## config.mk

```make
export PLATFORM = sky130hd
export DESIGN_NAME = mem_arbiter_flat
export DESIGN_NICKNAME = d
export VERILOG_FILES = /design/src/rtl/mem_arbiter_if.sv /design/src/rtl/mem_arbiter.sv /design/src/flat_wrapper.sv
export SDC_FILE = /design/constraint.sdc
export NUM_CORES = 1
export LEC_CHECK = 0
export BUFFER_PORTS_ARGS = -buffer_cell sky130_fd_sc_hd__buf_2
export CELL_PAD_IN_SITES_DETAIL_PLACEMENT = 0
export CELL_PAD_IN_SITES_GLOBAL_PLACEMENT = 1
export CORE_ASPECT_RATIO = 0.6
export CORE_MARGIN = 2
export CORE_UTILIZATION = 29
export DETAILED_ROUTE_END_ITERATION = 12
export MAX_ROUTING_LAYER = met4
export PLACE_DENSITY_LB_ADDON = 0.12
export SYNTH_ARGS = -nofsm -noshare
export SYNTH_HDL_FRONTEND = slang
export SYNTH_SLANG_ARGS = --single-unit
```

## constraint.sdc

```tcl
create_clock -name clk -period 2.55 [get_ports clk]
set_input_delay 0.51 -clock clk [delete_from_list [all_inputs] [get_ports clk]]
set_output_delay 0.51 -clock clk [all_outputs]
set_load 0.05 [all_outputs]
```

## src/rtl/mem_arbiter_if.sv

```systemverilog
// Shared-memory arbiter bus bundle: fetch port, data port and memory port.
// Latency: n/a (signal bundle only).
// Backpressure: requesters hold x_cs while x_stall is high; memory completes with m_ack.
interface mem_arbiter_if;
  logic        i_cs;
  logic [31:0] i_addr;
  logic [31:0] i_dout;
  logic        i_stall;
  logic        d_cs;
  logic        d_we;
  logic [31:0] d_addr;
  logic [31:0] d_din;
  logic [31:0] d_dout;
  logic        d_stall;
  logic        m_cs;
  logic        m_we;
  logic [31:0] m_addr;
  logic [31:0] m_din;
  logic [31:0] m_dout;
  logic        m_ack;

  // Arbiter side: consumes requests and memory responses, drives memory requests.
  modport slave (
    input  i_cs, i_addr, d_cs, d_we, d_addr, d_din, m_dout, m_ack,
    output i_dout, i_stall, d_dout, d_stall, m_cs, m_we, m_addr, m_din
  );

  // Environment side: requesters plus the memory.
  modport master (
    output i_cs, i_addr, d_cs, d_we, d_addr, d_din, m_dout, m_ack,
    input  i_dout, i_stall, d_dout, d_stall, m_cs, m_we, m_addr, m_din
  );
endinterface

```

## src/rtl/mem_arbiter.sv

```systemverilog
// Two-port (fetch/data) arbiter onto one shared memory, with per-grant ack timeout.
// Latency: one cycle IDLE decision, memory latency, one RELEASE cycle; data returned combinationally on m_ack.
// Backpressure: x_stall holds the requester until its completion/timeout; ARB_RR_EN selects round-robin ties.
module mem_arbiter #(
  parameter int TIMEOUT = 16
) (
  input  logic          clk,
  input  logic          rst,
  mem_arbiter_if.slave  bus,
  output logic          err
);

  typedef enum logic [1:0] {IDLE, GRANT_I, GRANT_D, RELEASE} state_t;

  localparam logic [7:0] CNT_LAST = 8'(TIMEOUT - 1);

  state_t      state_q, state_d;
  logic [7:0]  cnt_q, cnt_d;
  logic        m_cs_q, m_cs_d;
  logic        m_we_q, m_we_d;
  logic [31:0] m_addr_q, m_addr_d;
  logic [31:0] m_din_q, m_din_d;
  logic        i_done, d_done;
  logic [31:0] i_dout_c, d_dout_c;
  logic        err_c;
  logic        pick_d;
  logic        prefer_d;

`ifdef ARB_RR_EN
  // 1 when data was the last port granted; reset means "instruction last".
  logic last_d_q;

  // Pointer follows every grant so a tie goes to the port not served last.
  always_ff @(posedge clk or negedge rst) begin
    if (!rst) begin
      last_d_q <= 1'b0;
    end else if (state_q == IDLE && (bus.i_cs || bus.d_cs)) begin
      last_d_q <= pick_d;
    end
  end

  assign prefer_d = ~last_d_q;
`else
  // Data always wins a tie so a MEM-stage access never waits behind fetch.
  assign prefer_d = 1'b1;
`endif

  // State and latched memory request registers.
  always_ff @(posedge clk or negedge rst) begin
    if (!rst) begin
      state_q  <= IDLE;
      cnt_q    <= 8'd0;
      m_cs_q   <= 1'b0;
      m_we_q   <= 1'b0;
      m_addr_q <= 32'd0;
      m_din_q  <= 32'd0;
    end else begin
      state_q  <= state_d;
      cnt_q    <= cnt_d;
      m_cs_q   <= m_cs_d;
      m_we_q   <= m_we_d;
      m_addr_q <= m_addr_d;
      m_din_q  <= m_din_d;
    end
  end

  // Arbitration, grant completion/timeout and the combinational return path.
  always_comb begin
    state_d  = state_q;
    cnt_d    = cnt_q;
    m_we_d   = m_we_q;
    m_addr_d = m_addr_q;
    m_din_d  = m_din_q;
    i_done   = 1'b0;
    d_done   = 1'b0;
    i_dout_c = 32'd0;
    d_dout_c = 32'd0;
    err_c    = 1'b0;
    pick_d   = bus.d_cs && (!bus.i_cs || prefer_d);

    case (state_q)
      IDLE: begin
        if (bus.i_cs || bus.d_cs) begin
          cnt_d = 8'd0;
          if (pick_d) begin
            state_d  = GRANT_D;
            m_we_d   = bus.d_we;
            m_addr_d = bus.d_addr;
            m_din_d  = bus.d_din;
          end else begin
            state_d  = GRANT_I;
            m_we_d   = 1'b0;
            m_addr_d = bus.i_addr;
            m_din_d  = 32'd0;
          end
        end
      end
      GRANT_I: begin
        if (bus.m_ack) begin
          i_done   = 1'b1;
          i_dout_c = bus.i_cs ? bus.m_dout : 32'd0;
          state_d  = RELEASE;
        end else if (cnt_q == CNT_LAST) begin
          i_done  = 1'b1;
          err_c   = 1'b1;
          state_d = RELEASE;
        end else begin
          cnt_d = cnt_q + 8'd1;
        end
      end
      GRANT_D: begin
        if (bus.m_ack) begin
          d_done   = 1'b1;
          d_dout_c = bus.d_cs ? bus.m_dout : 32'd0;
          state_d  = RELEASE;
        end else if (cnt_q == CNT_LAST) begin
          d_done  = 1'b1;
          err_c   = 1'b1;
          state_d = RELEASE;
        end else begin
          cnt_d = cnt_q + 8'd1;
        end
      end
      RELEASE: begin
        // m_ack here is ignored; m_cs low lets the memory restart its latency.
        state_d = IDLE;
      end
      default: state_d = IDLE;
    endcase

    m_cs_d = (state_d == GRANT_I) || (state_d == GRANT_D);
  end

  assign bus.m_cs    = m_cs_q;
  assign bus.m_we    = m_we_q;
  assign bus.m_addr  = m_addr_q;
  assign bus.m_din   = m_din_q;
  assign bus.i_dout  = i_dout_c;
  assign bus.d_dout  = d_dout_c;
  assign bus.i_stall = bus.i_cs && !i_done;
  assign bus.d_stall = bus.d_cs && !d_done;
  assign err         = err_c;

endmodule

```

## src/flat_wrapper.sv

```systemverilog
// flat-port wrapper written by rule: the top's interface ports become plain ports
module mem_arbiter_flat 
#(
  parameter int TIMEOUT = 16
)
  (clk, rst, err, bus_i_cs, bus_i_addr, bus_d_cs, bus_d_we, bus_d_addr, bus_d_din, bus_m_dout, bus_m_ack, bus_i_dout, bus_i_stall, bus_d_dout, bus_d_stall, bus_m_cs, bus_m_we, bus_m_addr, bus_m_din);
  mem_arbiter_if bus_i ();
  input  logic clk;
  input  logic rst;
  output logic err;
  input wire logic [$bits(bus_i.i_cs)-1:0] bus_i_cs;
  input wire logic [$bits(bus_i.i_addr)-1:0] bus_i_addr;
  input wire logic [$bits(bus_i.d_cs)-1:0] bus_d_cs;
  input wire logic [$bits(bus_i.d_we)-1:0] bus_d_we;
  input wire logic [$bits(bus_i.d_addr)-1:0] bus_d_addr;
  input wire logic [$bits(bus_i.d_din)-1:0] bus_d_din;
  input wire logic [$bits(bus_i.m_dout)-1:0] bus_m_dout;
  input wire logic [$bits(bus_i.m_ack)-1:0] bus_m_ack;
  output wire logic [$bits(bus_i.i_dout)-1:0] bus_i_dout;
  output wire logic [$bits(bus_i.i_stall)-1:0] bus_i_stall;
  output wire logic [$bits(bus_i.d_dout)-1:0] bus_d_dout;
  output wire logic [$bits(bus_i.d_stall)-1:0] bus_d_stall;
  output wire logic [$bits(bus_i.m_cs)-1:0] bus_m_cs;
  output wire logic [$bits(bus_i.m_we)-1:0] bus_m_we;
  output wire logic [$bits(bus_i.m_addr)-1:0] bus_m_addr;
  output wire logic [$bits(bus_i.m_din)-1:0] bus_m_din;
  assign bus_i.i_cs = bus_i_cs;
  assign bus_i.i_addr = bus_i_addr;
  assign bus_i.d_cs = bus_d_cs;
  assign bus_i.d_we = bus_d_we;
  assign bus_i.d_addr = bus_d_addr;
  assign bus_i.d_din = bus_d_din;
  assign bus_i.m_dout = bus_m_dout;
  assign bus_i.m_ack = bus_m_ack;
  assign bus_i_dout = bus_i.i_dout;
  assign bus_i_stall = bus_i.i_stall;
  assign bus_d_dout = bus_i.d_dout;
  assign bus_d_stall = bus_i.d_stall;
  assign bus_m_cs = bus_i.m_cs;
  assign bus_m_we = bus_i.m_we;
  assign bus_m_addr = bus_i.m_addr;
  assign bus_m_din = bus_i.m_din;
  mem_arbiter #(.TIMEOUT(TIMEOUT)) u_core (.clk(clk), .rst(rst), .bus(bus_i), .err(err));
endmodule
```

==> results.md, run 1 <==
- Routed len/inst: approximately 15 um
- Chip width: between 100 and 150 um
- Initial antenna violation count: 0
- Shortest period the worst path allows: between 2 and 2.5 ns
- CTS Root Cell: clkbuf_16
- Die area: ~0.014 mm^2
- Main synth FF type: dfrtp_1
- PwrDens: between 1000 and 1500 mW/mm^2
- Worst-path clk slew: roughly 0.060 ns
- Max Slew Vio Count: 0
- Startpoint types: flop
- GR Overflow Total: 0
- Post-Synthesis Cells: 359
- Fraction of the yosys area taken by sequential cells: 0.5137
- H-tree levels: 3
- R2R cell count: 6
- Gp weighted congestion: between 0.7 and 0.8
- Crit end category: primary output
- Tightest Hold Check Type: in -> async
- CP peak stage delay: 0.41 ns
- Register Area: around 0.0019 mm^2
- CTS tree: done
- CTS Buf Count: 9
- Setup TNS: 0 ns
- # IOs: 267
- Syn Area/Cell: approximately 10 um^2
- CP Class: reg -> out
- Critical Path RT: slightly above 2 ns
- Reg-to-Reg End: u_core.cnt_q[7]
- Crit path from: u_core.cnt_q[0]
- Commonest non-fill, non-tap cells in the layout: buf_2 (263), dfrtp_1 (76), and2_1 (66), o21ai_0 (39), nand2_1 (38)
- Dpl ws: between 0.2 and 0.25 ns
- R2r setup slk: 0.20 ns
- Vias in the first global route: between 3000 and 4000
- Largest net degree at the start of global routing: 77
- Total GRT Usage: 0.1778
- Delay-heaviest family, CP: simple AND/OR/NAND/NOR gates
- Site row count: 31
- Hold_buf cts: 0
- Worst-Margin Slew: just over 0.5 ns
- Crit path cell chain: ha_1 -> and3_1 -> nand2_1 -> nand2b_1 -> a21oi_1 -> clkbuf_4
- Post-route ant nets: 0
- Final Setup Violations: 0
- Setup ws final: ~0.11 ns
- Top cells by area, synth: dfrtp_1 (51%), and2_1 (11%), mux2i_1 (8.7%)
- Share of cells above drive strength 1: 0.4712
- YS warnings: 0
- Fillers: between 1000 and 1500
- Final nets: 758
- P_leak: 3.111 nW
- Die height: between 90 and 100 um
- 1st-pass router iterations: 6
- Max Cap Viol: 0
- DRT Wirelength: ~12000 um
- Initial core utilization: 0.3021
- Post-synth net total: ~500
- CP max stage cell: dfrtp_1
- CP bufs+invs: 1
- Distinct cells, synth: 34
- Ys async rst share: 1.000
- Clk Latency, worst-skew pair: 0.34 ns
- Slew margin rel.: 0.6626
- Status: complete, no violations
- Post-Syn Area: about 0.0037 mm^2
- Core area: 0.01226 mm^2
- FMAX: between 0.4 and 0.5 GHz
- Post-synth top area share: 0.5137
- Detailed placement HPWL: 9057 um
- Area leader, netlist: dfrtp_1
- Commonest non-fill, non-tap cell in the layout: buf_2
- Port bufs: 266
- Critical path fanouts, max: 5
- DR iter-0 viols: approximately 110
- Final Util: 0.4542
- Antenna cells: 0
- Reg2reg start: u_core.state_q[0]
- Drc violations: 0
- Fin area: about 0.0056 mm^2
- Hold Slack: 0.1712 ns
- First-pass GRT wire length: 18450 um
- RSZ-0062 raised after global routing: no
- DR vias/cell: roughly 4.5
- Area of the multi-input gates: ~0.0017 mm^2
- Flops & latches, synth: 76
- Final worst-path cycle share: 0.9578
- # clock sinks: 76
- Max IR drop VDD: around 0.8 mV
- Post-synth EDFFs: 0
- Total number of vias: ~3500
- Area post-placement: between 0.005 and 0.006 mm^2
- Final Skew: between 0.01 and 0.015 ns
- Area delta synth->final: 50.35%
- Clock tree buffer depth: 2
- Worst EP arrival: between 1.5 and 2 ns
- Hold Violations, Final: 0
## stage by stage
| stage | power (mW) | instances |
|---|---|---|
| after detailed placement | 6.270 | 773 |
| after floorplan | 5.168 | 359 |
| after CTS | 7.607 | 789 |
| after global placement | 6.234 | 773 |
| after global routing | 7.947 | 789 |
| final | 7.516 | 789 |
## power breakdown
group | switching, mW | internal (mW)
clock | 0.509 | 0.790
sequential | 0.292 | 1.76
combinational | 3.16 | 1.01
total | 3.96 | 3.56
## how the worst max path moves through the flow
stage / endpoint / slack (ns) / depth (start not counted)
6_report: bus_d_stall / 0.11 / 6
5_1_grt: bus_d_stall / 0.01 / 6
4_1_cts: err / 0.05 / 4
3_5_place_dp: u_core.cnt_q[6] / 0.24 / 6
3_3_place_gp: u_core.cnt_q[6] / 0.28 / 6
2_1_floorplan: bus_d_stall / 0.25 / 5
## Yosys cell counts, types with 2 or more instances
cell      count
nand3_1       2
nand2_1      38
o21ai_0      39
a22o_1       33
clkbuf_1     20
and2_1       66
ha_1          5
nand2b_1      4
mux2i_1      32
o31ai_1       3
inv_1         5
buf_1         3
or3_1         3
dfrtp_1      76
a21oi_1       7
or4_1         3
and3_1        3
## cell type report
| class | count | area share |
|---|---|---|
| inverters | 5 | 0.003372 |
| multi-input cells | 253 | 0.3057 |
| clock inverters | 6 | 0.01281 |
| clock buffers | 10 | 0.04293 |
| well taps | 165 | 0.03709 |
| repair buffers | 274 | 0.2565 |
| flip-flops and latches | 76 | 0.3416 |
## what timing repair did
action                                  4_1_cts  5_1_grt
endpoints found under the setup margin        0        9
buffers inserted                              0        0
gates resized for setup                       0        3
## sequential cells by signal (all words and copies together), names as in the netlist
name / flops
u_core.bus.m_din: 32
u_core.cnt_q: 8
u_core.state_q: 2
u_core.bus.m_we: 1
u_core.bus.m_addr: 32
u_core.bus.m_cs: 1
## metal layers
metal	track usage	part of all wire
met5	-	0
met4	0.03616	0.0097
met3	0.04724	0.062
met2	0.2877	0.47
met1	0.2251	0.46
## kinds of logic after synthesis
| family | share of synthesized area |
|---|---|
| compound gates | 0.1595 |
| xor+xnor | 0.002366 |
| fa+ha+maj | 0.01690 |
| buf+inv | 0.03177 |
| flops | 0.5137 |
| mux | 0.08652 |
| simple gates | 0.1893 |
Power figures use the tool's default switching activity.
==> inputs of run 2 (changes only) <==
Settings changed: CELL_PAD_IN_SITES_DETAIL_PLACEMENT 0 to not set, CELL_PAD_IN_SITES_GLOBAL_PLACEMENT 1 to not set, CORE_UTILIZATION 29 to 41.
==> run 2 against run 1 <==
Sequential cell count unchanged. Clock power decreased by 7%. Largest power group unchanged. Worst hold slack got worse by 0.018 ns. Critical path depth unchanged. Wire length decreased by 4.7%. Maximum frequency increased by 1.2%. Combinational power about the same. Die area decreased by 28%.
==> results.md, run 2 (synthesis results as in run 1) <==
- Final Setup Violations: 0
- DRT Wirelength: 11190 um
- Worst-path clk slew: 0.06 ns
- Crit path cell chain: ha_1 -> and3_1 -> nand2_1 -> nand2b_1 -> a21boi_1 -> buf_2
- Reg-to-Reg End: u_core.cnt_q[6]
- Switching Share: 0.5261
- Share of cells above drive strength 1: 0.4686
- Routed len/inst: 15.27 um
- Clock tree buffer depth: 2
- Crit path from: u_core.cnt_q[0]
- Detailed placement HPWL: approximately 8600 um
- Status: complete, no violations
- # IOs: ~270
- Initial antenna violation count: 0
- 1st-pass router iterations: 4
- CTS Buf Count: 9
- Hold Violations, Final: 0
- Largest net degree at the start of global routing: 99
- R2r setup slk: roughly 0.20 ns
- Total number of vias: approximately 3600
- Post-route ant nets: 0
- Setup TNS: 0 ns
- Area delta synth->final: 47.31%
- Hold_buf cts: 0
- Tightest Hold Check Type: in -> async
- P_leak: about 3.1 nW
- Crit end category: primary output
- PwrDens: 1357 mW/mm^2
- Max Slew Vio Count: 0
- Combinational power share: 0.559
- Reg2reg start: u_core.state_q[0]
- DR vias/cell: between 4 and 5
- FMAX: ~0.41 GHz
- Site row count: 26
- First-pass GRT wire length: 17720 um
- Slew margin rel.: 0.4184
- Shortest period the worst path allows: 2.414 ns
- CTS tree: done
- Die area: 0.009831 mm^2
- Drc violations: 0
- Port bufs: 266
- Int Pwr: 3.506 mW
- Worst-Margin Slew: just under 0.9 ns
- Core area: about 0.0087 mm^2
- Final nets: 757
- # clock sinks: 76
- Final worst-path cycle share: 0.9466
- Max IR drop VDD: approximately 0.94 mV
- RSZ-0062 raised after global routing: no
- DR iter-0 viols: 259
- Critical Path RT: roughly 2.0 ns
- Chip width: between 100 and 150 um
- Commonest non-fill, non-tap cell in the layout: buf_2
- Sequential share of power: 0.277
- CTS Root Cell: clkbuf_16
- Vias in the first global route: 3463
- Startpoint types: flop
- Die height: slightly below 80 um
- CP max stage cell: dfrtp_1
- Critical path fanouts, max: 5
- H-tree levels: 3
- CP Class: reg -> out
- Final Skew: 0.006435 ns
- Antenna cells: 0
- Total GRT Usage: 0.2324
- Clk Latency, worst-skew pair: 0.33 ns
- Gp weighted congestion: 0.9258
- Hold Slack: 0.1535 ns
- Initial core utilization: 0.4278
- CP peak stage delay: slightly above 0.4 ns
- Max Cap Viol: 0
- Fillers: about 750
- Psw: 3.893 mW
- Power share of the clock group: 0.164
- GR Overflow Total: 0
- Worst EP arrival: 1.90 ns
- Commonest non-fill, non-tap cells in the layout: buf_2 (264), dfrtp_1 (76), and2_1 (66), o21ai_0 (39), nand2_1 (38)
- R2R cell count: 6
==> run 2: cell types whose count changed in the layout (fill, tap and decap cells not counted), sizes merged <==
| cell | change |
|---|---|
| clkinv | -2 |
| clkinvlp | +1 |
| buf | -1 |
| inv | -1 |
==> run 2: how the worst max path moves through the flow <==
stage | endpoint | slack [ns]
after global routing | bus_i_stall | 0.005
final | bus_i_stall | 0.14
after detailed placement | u_core.cnt_q[6] | 0.17
after global placement | u_core.cnt_q[6] | 0.29
after floorplan | bus_d_stall | 0.25
after CTS | bus_d_dout[20] | 0.12
==> run 2: cell type report <==
class | count | area (um^2) | share of cell area
tap | 112 | 140.1 | 0.02569
sequential | 76 | 1902 | 0.3487
timing repair buffer | 273 | 1409 | 0.2583
inverter | 5 | 18.77 | 0.003441
multi-input combinational | 253 | 1703 | 0.3122
clock buffer | 10 | 229.0 | 0.04198
clock inverter | 4 | 52.55 | 0.009635
==> run 2: routing by layer <==
layer / routed length (um) / part of all wire / vias up / global-route usage
met5: 0 / 0 / - / -
met4: 190 / 0.017 / 0 / 0.06813
met3: 716 / 0.064 / 16 / 0.06345
met2: 5444 / 0.49 / 141 / 0.3778
met1: 4843 / 0.43 / 1646 / 0.2878
li1: - / - / 1765 / -
==> run 2: worst max-delay path: cells and delay by family (launching register included) <==
family                   cells  cell delay, ns
flip-flops                   1            0.41
AO/OA/AOI/OAI                1            0.18
AND/OR/NAND/NOR              3            0.43
adder cells (fa/ha/maj)      1            0.25
buffers and inverters        1            0.30
==> run 2: per-stage QoR <==
stage,utilization,setup slack (ns),power [mW],cell area [um^2],cells
floorplan,-,0.2489,5.168,3707,359
global placement,0.5957,0.2919,6.151,5155,719
detailed placement,0.5957,0.1737,6.229,5155,719
CTS,0.6283,0.1163,7.467,5436,733
global route,0.6303,0.004730,7.797,5454,733
finish,0.6303,0.1362,7.400,5454,733
==> run 2: timing repair <==
item | 4_1_cts | 5_1_grt
endpoints found under the setup margin | 0 | 13
setup buffers | 0 | 0
gates resized for setup | 0 | 5
==> run 2: power groups by stage <==
stage | logic, mW | registers (mW) | clock network [mW]
finish | 4.14 | 2.05 | 1.21
global route | 4.37 | 2.13 | 1.29
CTS | 4.17 | 2.06 | 1.24
detailed placement | 4.17 | 2.06 | 0
global placement | 4.10 | 2.05 | 0
floorplan | 1.29 | 3.88 | 0
==> inputs of run 3 (changes only) <==
Settings changed: ABC_CLOCK_PERIOD_IN_PS set to 2550, CAP_MARGIN set to 40, REMOVE_ABC_BUFFERS set to 1.
==> run 3 against run 2 <==
Core utilization rose by 0.88 points. Setup slack worse by 0.019 ns. Combinational power hardly changed. Sequential power hardly changed. Via count grew 0.28%. First-iteration DRC count is 13% lower. Sequential share of layout area down 0.48 points. Register-to-register slack worse by 0.06 ns. Critical path type unchanged. Largest cell class unchanged.
==> results.md, run 3 (synthesis results as in run 1) <==
- Slew margin rel.: 0.5640
- FMAX: 0.4111 GHz
- Startpoint types: flop
- Gp weighted congestion: ~0.80
- Clk Latency, worst-skew pair: approximately 0.33 ns
- DR iter-0 viols: 225
- DRT Wirelength: between 10000 and 15000 um
- Tightest Hold Check Type: in -> async
- Initial antenna violation count: 0
- Hold Slack: roughly 0.14 ns
- Worst-path clk slew: about 0.060 ns
- Port bufs: between 200 and 300
- Total GRT Usage: 0.2410
- # clock sinks: 76
- Dpl ws: 0.2069 ns
- Vias in the first global route: 3582
- Shortest period the worst path allows: roughly 2.4 ns
- Crit path from: u_core.cnt_q[0]
- Routed len/inst: approximately 16 um
- Area post-placement: about 0.0052 mm^2
- DP Cell Count: between 700 and 800
- Clock tree buffer depth: 2
- Setup TNS: 0 ns
- H-tree levels: 3
- Total number of vias: between 3000 and 4000
- Initial core utilization: 0.4278
- # IOs: roughly 270
- Site row count: 26
- Core area: 0.008653 mm^2
- Reg2reg start: u_core.state_q[0]
- Post-route ant nets: 0
- Final nets: 759
- Max IR drop VDD: around 0.9 mV
- CTS Buf Count: 9
- Share of cells above drive strength 1: 0.4679
- Post-Layout Cell Count: between 700 and 800
- CTS tree: done
- Critical Path RT: approximately 2.0 ns
- Status: complete, no violations
- Setup ws final: between 0.1 and 0.15 ns
- Die height: 77.61 um
- Pwr Total: 7.665 mW
- Crit end category: primary output
- Antenna cells: 0
- RSZ-0062 raised after global routing: no
- First-pass GRT wire length: around 18000 um
- PwrDens: approximately 1400 mW/mm^2
- Worst EP arrival: approximately 1.9 ns
- Hold Violations, Final: 0
- Area delta synth->final: 49.37%
- Max Slew Vio Count: 0
- Final Skew: approximately 0.0042 ns
- GR Overflow Total: 0
- Final Setup Violations: 0
- Chip width: 126.7 um
- P_leak: ~3.1 nW
- CTS Root Cell: clkbuf_16
- Worst-Margin Slew: 0.6539 ns
- Detailed placement HPWL: 8683 um
- Max Cap Viol: 0
- Final Util: 0.6391
- Fin area: around 0.0055 mm^2
- R2r setup slk: roughly 0.14 ns
- Final worst-path cycle share: 0.9540
- Die area: 0.009831 mm^2
- 1st-pass router iterations: 4
- CP Class: reg -> out
- Drc violations: 0
- Largest net degree at the start of global routing: 99
- Commonest non-fill, non-tap cell in the layout: buf_2
- Commonest non-fill, non-tap cells in the layout: buf_2 (264), dfrtp_1 (76), and2_1 (66), o21ai_0 (39), nand2_1 (38)
- Critical path fanouts, max: 5
- DR vias/cell: just under 5
- Hold_buf cts: 0
==> run 3: changes by cell type in the layout (fill, tap and decap cells not counted), sizes merged <==
cell,previous run,this run
buf,272,274
bufinv,1,3
clkinvlp,3,1
clkbuf,11,12
==> run 3: layout make-up <==
class,instances,area (um^2)
inverters,5,18.77
fillers,724,3123
multi-input cells,253,1705
flip-flops and latches,76,1902
clock buffers,11,242.7
well taps,112,140.1
repair buffers,275,1424
clock inverters,4,97.59
==> run 3: what timing repair did <==
action,4_1_cts,5_1_grt
setup endpoints to repair,1,2
resized for setup,1,2
pin swaps,0,0
buffers inserted,0,0
==> run 3: report_power, final <==
| part | switching [mW] | internal [mW] |
|---|---|---|
| Sequential | 0.293 | 1.76 |
| Combinational | 3.14 | 1.02 |
| Clock | 0.477 | 0.977 |
| Total | 3.91 | 3.76 |
==> run 3: final timing paths <==
kind | endpoint | cells past startpoint
max in group asynchronous | u_core.bus.m_din[9] | 2
min reg2reg | u_core.bus.m_addr[1] | 2
min in group clk | u_core.bus.m_din[26] | 2
min | u_core.bus.m_din[23] | 1
max | err | 5
max reg2reg | u_core.cnt_q[5] | 6
==> run 3: routing by layer <==
layer  wire length (um)  part of all wire  global-route usage  up-vias
met1               4959              0.43              0.2979     1655
met2               5441              0.47              0.3892      132
met3                804             0.070             0.07172       23
li1                   -                 -                   -     1768
met4                251             0.022             0.06813        0
met5                  0                 0                   -        -
==> run 3: worst max-delay path, cell delays in order (launching register included) <==
cell and delay (ns):
dfrtp_1 0.40, ha_1 0.24, and3_1 0.23, nand2_1 0.11, nor3b_1 0.28, buf_2 0.32
